[src/rtl/utils_pkg.sv]
// Shared SoC types and constants: AXI slave channel bundles plus the machine
// timer register map, control layout and byte-merge helper.
package utils_pkg;

  typedef struct packed {
    logic [7:0]  awid;
    logic [31:0] awaddr;
    logic [7:0]  awlen;
    logic        awvalid;
    logic [31:0] wdata;
    logic [3:0]  wstrb;
    logic        wlast;
    logic        wvalid;
    logic        bready;
    logic [7:0]  arid;
    logic [31:0] araddr;
    logic [7:0]  arlen;
    logic        arvalid;
    logic        rready;
  } s_axi_mosi_t;

  typedef struct packed {
    logic        awready;
    logic        wready;
    logic [7:0]  bid;
    logic [1:0]  bresp;
    logic        bvalid;
    logic        arready;
    logic [7:0]  rid;
    logic [31:0] rdata;
    logic [1:0]  rresp;
    logic        rlast;
    logic        rvalid;
  } s_axi_miso_t;

  localparam logic [1:0] AXI_OKAY   = 2'b00;
  localparam logic [1:0] AXI_SLVERR = 2'b10;

  localparam logic [31:0] MTIMER_BASE_ADDR = 32'hF000_0000;

  localparam logic [4:0] MTIMER_MTIME_LO    = 5'h00;
  localparam logic [4:0] MTIMER_MTIME_HI    = 5'h04;
  localparam logic [4:0] MTIMER_MTIMECMP_LO = 5'h08;
  localparam logic [4:0] MTIMER_MTIMECMP_HI = 5'h0C;
  localparam logic [4:0] MTIMER_CTRL        = 5'h10;
  localparam logic [4:0] MTIMER_PRESC       = 5'h14;

  typedef struct packed {
    logic irq_en;
    logic en;
  } s_mtimer_ctrl_t;

  function automatic logic mtimer_mapped(input logic [4:0] off);
    return off <= MTIMER_PRESC;
  endfunction

  function automatic logic [31:0] merge_bytes(input logic [31:0] old_v,
                                              input logic [31:0] new_v,
                                              input logic [3:0]  strb);
    logic [31:0] res;
    res = old_v;
    for (int unsigned i = 0; i < 4; i++) begin
      if (strb[i]) res[8*i +: 8] = new_v[8*i +: 8];
    end
    return res;
  endfunction

endpackage

[src/rtl/mtimer_counter.sv]
// Machine timer core: prescaler, 64-bit mtime/mtimecmp, control/prescale
// registers with byte-masked write port, and the registered mtip compare.
module mtimer_counter
  import utils_pkg::*;
#(
  parameter logic [31:0] PRESC_RST = 32'd0
) (
  input  logic           clk,
  input  logic           arst,
  input  logic           wr_en,
  input  logic [4:0]     wr_off,
  input  logic [31:0]    wr_data,
  input  logic [3:0]     wr_strb,
  output logic [63:0]    mtime_o,
  output logic [63:0]    mtimecmp_o,
  output s_mtimer_ctrl_t ctrl_o,
  output logic [31:0]    presc_o,
  output logic           mtip_o
);

  logic [31:0]    pcnt_q, pcnt_d;
  logic [31:0]    presc_q, presc_d;
  logic [63:0]    mtime_q, mtime_d;
  logic [63:0]    mtimecmp_q, mtimecmp_d;
  s_mtimer_ctrl_t ctrl_q, ctrl_d;
  logic           mtip_q, mtip_d;
  logic           tick;

  always_comb begin
    tick       = ctrl_q.en && (pcnt_q == presc_q);
    pcnt_d     = pcnt_q;
    presc_d    = presc_q;
    ctrl_d     = ctrl_q;
    mtimecmp_d = mtimecmp_q;
    mtime_d    = tick ? mtime_q + 64'd1 : mtime_q;
    if (ctrl_q.en) pcnt_d = tick ? '0 : pcnt_q + 32'd1;

    // An mtime write merges into the pre-tick value, dropping that increment
    if (wr_en) begin
      case (wr_off)
        MTIMER_MTIME_LO:    mtime_d = {mtime_q[63:32], merge_bytes(mtime_q[31:0], wr_data, wr_strb)};
        MTIMER_MTIME_HI:    mtime_d = {merge_bytes(mtime_q[63:32], wr_data, wr_strb), mtime_q[31:0]};
        MTIMER_MTIMECMP_LO: mtimecmp_d[31:0]  = merge_bytes(mtimecmp_q[31:0], wr_data, wr_strb);
        MTIMER_MTIMECMP_HI: mtimecmp_d[63:32] = merge_bytes(mtimecmp_q[63:32], wr_data, wr_strb);
        MTIMER_CTRL:        if (wr_strb[0]) ctrl_d = s_mtimer_ctrl_t'(wr_data[1:0]);
        MTIMER_PRESC:       presc_d = merge_bytes(presc_q, wr_data, wr_strb);
        default:            ;
      endcase
    end

    // Compare on next-state values so a cmp rewrite clears mtip with bvalid
    mtip_d = ctrl_d.irq_en && (mtime_d >= mtimecmp_d);
  end

  always_ff @(posedge clk or negedge arst) begin
    if (!arst) begin
      pcnt_q     <= '0;
      presc_q    <= PRESC_RST;
      mtime_q    <= '0;
      mtimecmp_q <= '1;
      ctrl_q     <= '0;
      mtip_q     <= 1'b0;
    end else begin
      pcnt_q     <= pcnt_d;
      presc_q    <= presc_d;
      mtime_q    <= mtime_d;
      mtimecmp_q <= mtimecmp_d;
      ctrl_q     <= ctrl_d;
      mtip_q     <= mtip_d;
    end
  end

  assign mtime_o    = mtime_q;
  assign mtimecmp_o = mtimecmp_q;
  assign ctrl_o     = ctrl_q;
  assign presc_o    = presc_q;
  assign mtip_o     = mtip_q;

endmodule

[src/rtl/axi_mtimer.sv]
// AXI slave front-end of the RISC-V machine timer: channel handshakes, decode
// and read mux. Optional MTIMER_SNAPSHOT_EN adds a coherent mtime_hi shadow.
module axi_mtimer
  import utils_pkg::*;
#(
  parameter logic [31:0] BASE_ADDR = MTIMER_BASE_ADDR,
  parameter logic [31:0] PRESC_RST = 32'd0
) (
  input  logic        clk,
  input  logic        arst,
  input  s_axi_mosi_t axi_mosi,
  output s_axi_miso_t axi_miso,
  output logic        mtip_o
);

  logic           awready_q, awready_d, wready_q, wready_d;
  logic           aw_pend_q, aw_pend_d, w_pend_q, w_pend_d;
  logic [4:0]     awoff_q, awoff_d;
  logic [7:0]     awid_q, awid_d;
  logic [31:0]    wdata_q, wdata_d;
  logic [3:0]     wstrb_q, wstrb_d;
  logic           bvalid_q, bvalid_d;
  logic [1:0]     bresp_q, bresp_d;
  logic           arready_q, arready_d, rvalid_q, rvalid_d;
  logic [7:0]     rid_q, rid_d;
  logic [31:0]    rdata_q, rdata_d;
  logic [1:0]     rresp_q, rresp_d;

  logic           aw_fire, w_fire, b_fire, ar_fire, r_fire, wr_go, wr_en;
  logic [4:0]     wr_off, rd_off;
  logic [31:0]    wr_data, rd_val, mtime_hi_rd, presc;
  logic [3:0]     wr_strb;
  logic [63:0]    mtime, mtimecmp;
  s_mtimer_ctrl_t ctrl;

  always_comb begin
    aw_fire = axi_mosi.awvalid && awready_q;
    w_fire  = axi_mosi.wvalid && wready_q;
    b_fire  = bvalid_q && axi_mosi.bready;
    ar_fire = axi_mosi.arvalid && arready_q;
    r_fire  = rvalid_q && axi_mosi.rready;
    wr_go   = (aw_pend_q || aw_fire) && (w_pend_q || w_fire);
    wr_off  = aw_fire ? {axi_mosi.awaddr[4:2], 2'b00} : awoff_q;
    wr_data = w_fire ? axi_mosi.wdata : wdata_q;
    wr_strb = w_fire ? axi_mosi.wstrb : wstrb_q;
    wr_en   = wr_go && mtimer_mapped(wr_off);
    rd_off  = {axi_mosi.araddr[4:2], 2'b00};
  end

  mtimer_counter #(
    .PRESC_RST (PRESC_RST)
  ) u_counter (
    .clk        (clk),
    .arst       (arst),
    .wr_en      (wr_en),
    .wr_off     (wr_off),
    .wr_data    (wr_data),
    .wr_strb    (wr_strb),
    .mtime_o    (mtime),
    .mtimecmp_o (mtimecmp),
    .ctrl_o     (ctrl),
    .presc_o    (presc),
    .mtip_o     (mtip_o)
  );

`ifdef MTIMER_SNAPSHOT_EN
  logic [31:0] shadow_q, shadow_d;

  always_comb begin
    shadow_d = shadow_q;
    if (ar_fire && rd_off == MTIMER_MTIME_LO) shadow_d = mtime[63:32];
    if (wr_en && wr_off == MTIMER_MTIME_HI) shadow_d = merge_bytes(mtime[63:32], wr_data, wr_strb);
  end

  always_ff @(posedge clk or negedge arst) begin
    if (!arst) shadow_q <= '0;
    else       shadow_q <= shadow_d;
  end

  assign mtime_hi_rd = shadow_q;
`else
  assign mtime_hi_rd = mtime[63:32];
`endif

  always_comb begin
    rd_val = '0;
    case (rd_off)
      MTIMER_MTIME_LO:    rd_val = mtime[31:0];
      MTIMER_MTIME_HI:    rd_val = mtime_hi_rd;
      MTIMER_MTIMECMP_LO: rd_val = mtimecmp[31:0];
      MTIMER_MTIMECMP_HI: rd_val = mtimecmp[63:32];
      MTIMER_CTRL:        rd_val = {30'd0, ctrl};
      MTIMER_PRESC:       rd_val = presc;
      default:            rd_val = '0;
    endcase
  end

  always_comb begin
    awready_d = awready_q;
    wready_d  = wready_q;
    aw_pend_d = aw_pend_q;
    w_pend_d  = w_pend_q;
    awoff_d   = awoff_q;
    awid_d    = awid_q;
    wdata_d   = wdata_q;
    wstrb_d   = wstrb_q;
    bvalid_d  = bvalid_q;
    bresp_d   = bresp_q;
    arready_d = arready_q;
    rvalid_d  = rvalid_q;
    rid_d     = rid_q;
    rdata_d   = rdata_q;
    rresp_d   = rresp_q;

    if (aw_fire) begin
      awready_d = 1'b0;
      aw_pend_d = 1'b1;
      awoff_d   = {axi_mosi.awaddr[4:2], 2'b00};
      awid_d    = axi_mosi.awid;
    end
    if (w_fire) begin
      wready_d = 1'b0;
      w_pend_d = 1'b1;
      wdata_d  = axi_mosi.wdata;
      wstrb_d  = axi_mosi.wstrb;
    end
    if (wr_go) begin
      aw_pend_d = 1'b0;
      w_pend_d  = 1'b0;
      bvalid_d  = 1'b1;
      bresp_d   = mtimer_mapped(wr_off) ? AXI_OKAY : AXI_SLVERR;
    end
    if (b_fire) begin
      bvalid_d  = 1'b0;
      awready_d = 1'b1;
      wready_d  = 1'b1;
    end

    if (ar_fire) begin
      arready_d = 1'b0;
      rvalid_d  = 1'b1;
      rid_d     = axi_mosi.arid;
      rdata_d   = rd_val;
      rresp_d   = mtimer_mapped(rd_off) ? AXI_OKAY : AXI_SLVERR;
    end
    if (r_fire) begin
      rvalid_d  = 1'b0;
      arready_d = 1'b1;
    end
  end

  always_ff @(posedge clk or negedge arst) begin
    if (!arst) begin
      awready_q <= 1'b1;
      wready_q  <= 1'b1;
      aw_pend_q <= 1'b0;
      w_pend_q  <= 1'b0;
      awoff_q   <= '0;
      awid_q    <= '0;
      wdata_q   <= '0;
      wstrb_q   <= '0;
      bvalid_q  <= 1'b0;
      bresp_q   <= AXI_OKAY;
      arready_q <= 1'b1;
      rvalid_q  <= 1'b0;
      rid_q     <= '0;
      rdata_q   <= '0;
      rresp_q   <= AXI_OKAY;
    end else begin
      awready_q <= awready_d;
      wready_q  <= wready_d;
      aw_pend_q <= aw_pend_d;
      w_pend_q  <= w_pend_d;
      awoff_q   <= awoff_d;
      awid_q    <= awid_d;
      wdata_q   <= wdata_d;
      wstrb_q   <= wstrb_d;
      bvalid_q  <= bvalid_d;
      bresp_q   <= bresp_d;
      arready_q <= arready_d;
      rvalid_q  <= rvalid_d;
      rid_q     <= rid_d;
      rdata_q   <= rdata_d;
      rresp_q   <= rresp_d;
    end
  end

  always_comb begin
    axi_miso         = '0;
    axi_miso.awready = awready_q;
    axi_miso.wready  = wready_q;
    axi_miso.bid     = awid_q;
    axi_miso.bresp   = bresp_q;
    axi_miso.bvalid  = bvalid_q;
    axi_miso.arready = arready_q;
    axi_miso.rid     = rid_q;
    axi_miso.rdata   = rdata_q;
    axi_miso.rresp   = rresp_q;
    axi_miso.rlast   = 1'b1;
    axi_miso.rvalid  = rvalid_q;
  end

  // Decode looks only at offset bits [4:2]; the rest is deliberately ignored
  logic unused_ok;
  assign unused_ok = ^{BASE_ADDR, axi_mosi.awaddr[31:5], axi_mosi.awaddr[1:0], axi_mosi.awlen,
                       axi_mosi.wlast, axi_mosi.araddr[31:5], axi_mosi.araddr[1:0], axi_mosi.arlen};

endmodule

[config.mk]
export PLATFORM = sky130hd
export DESIGN_NAME = axi_mtimer
export DESIGN_NICKNAME = d
export VERILOG_FILES = /design/src/rtl/utils_pkg.sv /design/src/rtl/mtimer_counter.sv /design/src/rtl/axi_mtimer.sv
export SDC_FILE = /design/constraint.sdc
export NUM_CORES = 1
export LEC_CHECK = 0
export ABC_CLOCK_PERIOD_IN_PS = 3700
export CAP_MARGIN = 20
export CELL_PAD_IN_SITES_DETAIL_PLACEMENT = 1
export CELL_PAD_IN_SITES_GLOBAL_PLACEMENT = 1
export CORE_MARGIN = 1.5
export CORE_UTILIZATION = 40
export CTS_BUF_LIST = sky130_fd_sc_hd__clkbuf_16
export CTS_CLUSTER_SIZE = 14
export DETAILED_ROUTE_END_ITERATION = 10
export PLACE_DENSITY_LB_ADDON = 0.1
export SLEW_MARGIN = 20
export SYNTH_ARGS = -nofsm -noshare
export SYNTH_HDL_FRONTEND = slang
export SYNTH_SLANG_ARGS = --single-unit
[constraint.sdc]
create_clock -name clk -period 3.7 [get_ports clk]
set_clock_uncertainty 0.05 [all_clocks]
set_input_delay 0.74 -clock clk [delete_from_list [all_inputs] [get_ports clk]]
set_output_delay 0.74 -clock clk [all_outputs]
set_load 0.05 [all_outputs]
==> reports/qor.yml, run 1 <==
power:
  p_int_w: 0.0110
  pwr-share-seq_pct: 26.8
  p_sw_share_pct: 42.9
  p_switching_w: 0.00827
  peakVddDrop_v: 0.000585
  clockPowerShare_pct: 18.3
  total_power_w: 0.0193
  pwr_density_cell_nw_per_um2: 827
  leakagePower_nw: 10.8
  combPwrFrac_pct: 54.9
global_route:
  grt_use_met2_pct: 54.4
  grt_use_total_pct: 33.3
  grt_overflow: 0
  antenna_found_initial: 5
  busiest_layer: "met2"
  gr-usage-met1_pct: 45.4
  grt_util_met3_pct: 4.14
  grt_pass1_wl_microns: 104000
  grt_max_degree: 79
  first_global_vias: 16991
drt:
  dr.pass1.iters: 5
  vias_per_cell: 5.62
  post_drt_wl_per_cell_microns: 24.1
  vias: 15969
  routed_wirelength_microns: 68400
  ant_nets: 0
  first_iter_violations: 923
  drcViolationCount: 0
synthesis:
  ys_warn_count: 0
  syn_inst: 1707
  async_flop_share_pct: 100
  yosysSeqAreaShare_pct: 45.4
  synth_seq_cells: 293
  synth_edf_count: 0
  synthFlopType: "dfrtp_1"
  syn_avg_cell_area_sq_um: 9.58
  syn_area_sq_um: 16300
  ys_types: 73
final_layout:
  final_common_cell: "buf_4"
  drive_gt1_share_pct: 32.7
  fin_nets: 2493
  fin_area_sq_um: 23300
  multi_input_area_sq_um: 8560
  final_cell_mix: "buf_4, dfrtp_1, nor2_1, a21oi_1"
  area_growth_pct: 42.7
  num-fill-cells: 4554
  regArea_sq_um: 7420
placement:
  dpl_cell_area_sq_um: 21700
  hpwl_microns: 53900
  gp_congestion: 1.01
  pre_cts_ws_ps: -1490
  port_buffers: 120
timing:
  rsz0062_at_grt: "yes"
  period_minus_slack_ps: 4360
  setup_ws_ps: -658
  slew_headroom_pct: 39.0
  worstMarginPinSlew_ps: 907
  fmax_mhz: 229
  drv_slew: 0
  timing.final.crit_share_pct: 118
  finalSetupViolations: 1
  hold_viol_final: 0
clocking:
  clk_pin_slew_ps: 60
  clock_sinks: 293
  h-tree-depth: 2
  clk_latency_ps: 560
  cts_tree: "done"
  max-clock-path-buffers: 3
  cts-root-buf: "clkbuf_16"
  cts_buffers: 37
setup_path:
  critPathMaxFanout: 7
  r2r-end: "u_counter.mtip_o"
  cp_common_cell: "buf_4"
  path_buf_inv: 5
  worstSetupEndpointType: "flip-flop"
  ff2ff_path_depth: 20
  cp.required_ps: 4100
  crit_arrival_ps: 4750
  r2r_start: "u_counter.presc_o[0]"
  critPathTopFamily: "compound AO/OA/AOI/OAI gates"
  crit_path_top_delay_cell: "or4_4"
  crit_chain: "xnor2_2 > buf_4 > nand4_1 > buf_4 > nor4_4 > buf_4 > nand3_4 > buf_8 > or4_4 > a211o_1 > a22oi_2 > ha_4 > buf_6 > nand2_4 > nor2_2 > a211oi_2 > o22ai_1 > a211o_1 > o211ai_1 > nand2_1"
  path_class: "reg -> reg"
  cp-start-kind: "flip-flop"
  max_stage_delay_ps: 480
  ff2ff_setup_slack_ps: -660
floorplan:
  start_util_pct: 40.9
  die_x_microns: 205
  num_rows: 73
  core-area_sq_um: 40000
  die_area_sq_um: 42100
  num_io_pins: 199
  dieHeight_microns: 205
outcome:
  violations: "setup timing"
  outcome: "finished, violations left"
flow_run:
  max-cap-violations: 0
worst_hold_path:
  hold_class: "in -> async"
## metrics by stage
step	std cells	setup TNS [ps]	util, %	hold WS, ps
2_1_floorplan	1708	-122	-	381
6_report	2842	-658	58.3	149
3_3_place_gp	2753	-1550	54.2	410
3_5_place_dp	2753	-1790	54.2	429
5_1_grt	2840	-785	58.3	195
4_1_cts	2835	-513	57.8	166
## power groups by stage
stage	clock, W	sequential [W]	combinational (W)
after global routing	0.00372	0.00530	0.0113
after global placement	0	0.00514	0.00967
final	0.00353	0.00518	0.0106
after detailed placement	0	0.00522	0.00991
after floorplan	0	0.00594	0.00386
after CTS	0.00359	0.00517	0.0103
## cell families after synthesis
group	synth area share, %
flip-flops	45.4
multiplexers	8.19
AND/OR/NAND/NOR	17.9
adder cells (fa/ha/maj)	5.05
AO/OA/AOI/OAI	15.2
other	0.0459
buffers and inverters	4.82
XOR/XNOR	3.43
## what timing repair did
action | 4_1_cts | 5_1_grt
gates resized for setup | 40 | 29
endpoints found under the setup margin | 1 | 1
pin swaps | 24 | 22
setup buffers | 15 | 5
hold buffers | 0 | 0
## layer usage
layer | part of all wire, % | wire length [microns]
met1 | 45 | 30500
met2 | 47 | 31900
met3 | 5.1 | 3510
met4 | 3.5 | 2430
met5 | 0.023 | 16
## area by class of cell
type                       count  area share [%]
antenna                        2          0.0214
multi-input combinational   1224            36.7
sequential                   293            31.8
clock buffer                  38            4.07
timing repair buffer         616            21.9
tap                          525            2.81
inverter                     115            1.85
clock inverter                29           0.869
## synthesized netlist by cell type, types with 23 or more instances
library cell	number	area [sq um]
a211oi_1	29	218
a21o_1	33	248
a21oi_1	147	736
and3_1	29	181
buf_2	24	120
clkbuf_1	36	135
dfrtp_1	226	5660
dfstp_2	67	1760
ha_1	66	826
inv_1	115	432
mux2_2	38	428
mux2i_1	55	551
nand2_1	132	495
nand3_1	42	210
nand4_1	43	269
nor2_1	206	773
nor3_1	26	130
o21ai_0	76	380
xnor2_1	41	359
xor2_1	23	201
## sequential cells by signal (all words and copies together), names as in the netlist, 2 cells and up
signal                flops
u_counter.mtime_o        64
u_counter.mtimecmp_o     64
rdata_q                  32
u_counter.pcnt_q         32
u_counter.ctrl_o          2
u_counter.presc_o        32
awoff_q                   5
awid_q                    8
rid_q                     8
wdata_q                  32
wstrb_q                   4
## worst max path at each step
stage | start | end | cells past startpoint
final | u_counter.presc_o[0] | u_counter.mtip_o | 20
after global routing | u_counter.presc_o[0] | u_counter.mtip_o | 19
after CTS | u_counter.pcnt_q[28] | u_counter.mtip_o | 21
after detailed placement | axi_mosi[89] | u_counter.mtip_o | 18
after global placement | axi_mosi[89] | u_counter.mtip_o | 17
after floorplan | axi_mosi[89] | u_counter.mtip_o | 17
## worst register-to-register path: cells and delay by family (launching register included)
| kind | cells | cell delay, ps |
|---|---|---|
| AOI/OAI and AO/OA | 6 | 1350 |
| and+or+nand+nor | 7 | 1180 |
| buffers and inverters | 5 | 830 |
| DFF | 1 | 450 |
| adders and majority gates | 1 | 240 |
| xor gates and xnor gates | 1 | 160 |
Note: power is estimated with default switching activity, not from simulation.
==> run 2: changes to the inputs <==
--- a/config.mk
+++ b/config.mk
@@ -14,6 +14,7 @@
 export CTS_BUF_LIST = sky130_fd_sc_hd__clkbuf_16
 export CTS_CLUSTER_SIZE = 14
 export DETAILED_ROUTE_END_ITERATION = 10
+export HOLD_SLACK_MARGIN = 0.02
 export PLACE_DENSITY_LB_ADDON = 0.1
 export SLEW_MARGIN = 20
 export SYNTH_ARGS = -nofsm -noshare
==> results of run 2 <==
No change in the layout: final DEF, timing and power equal those of run 1.
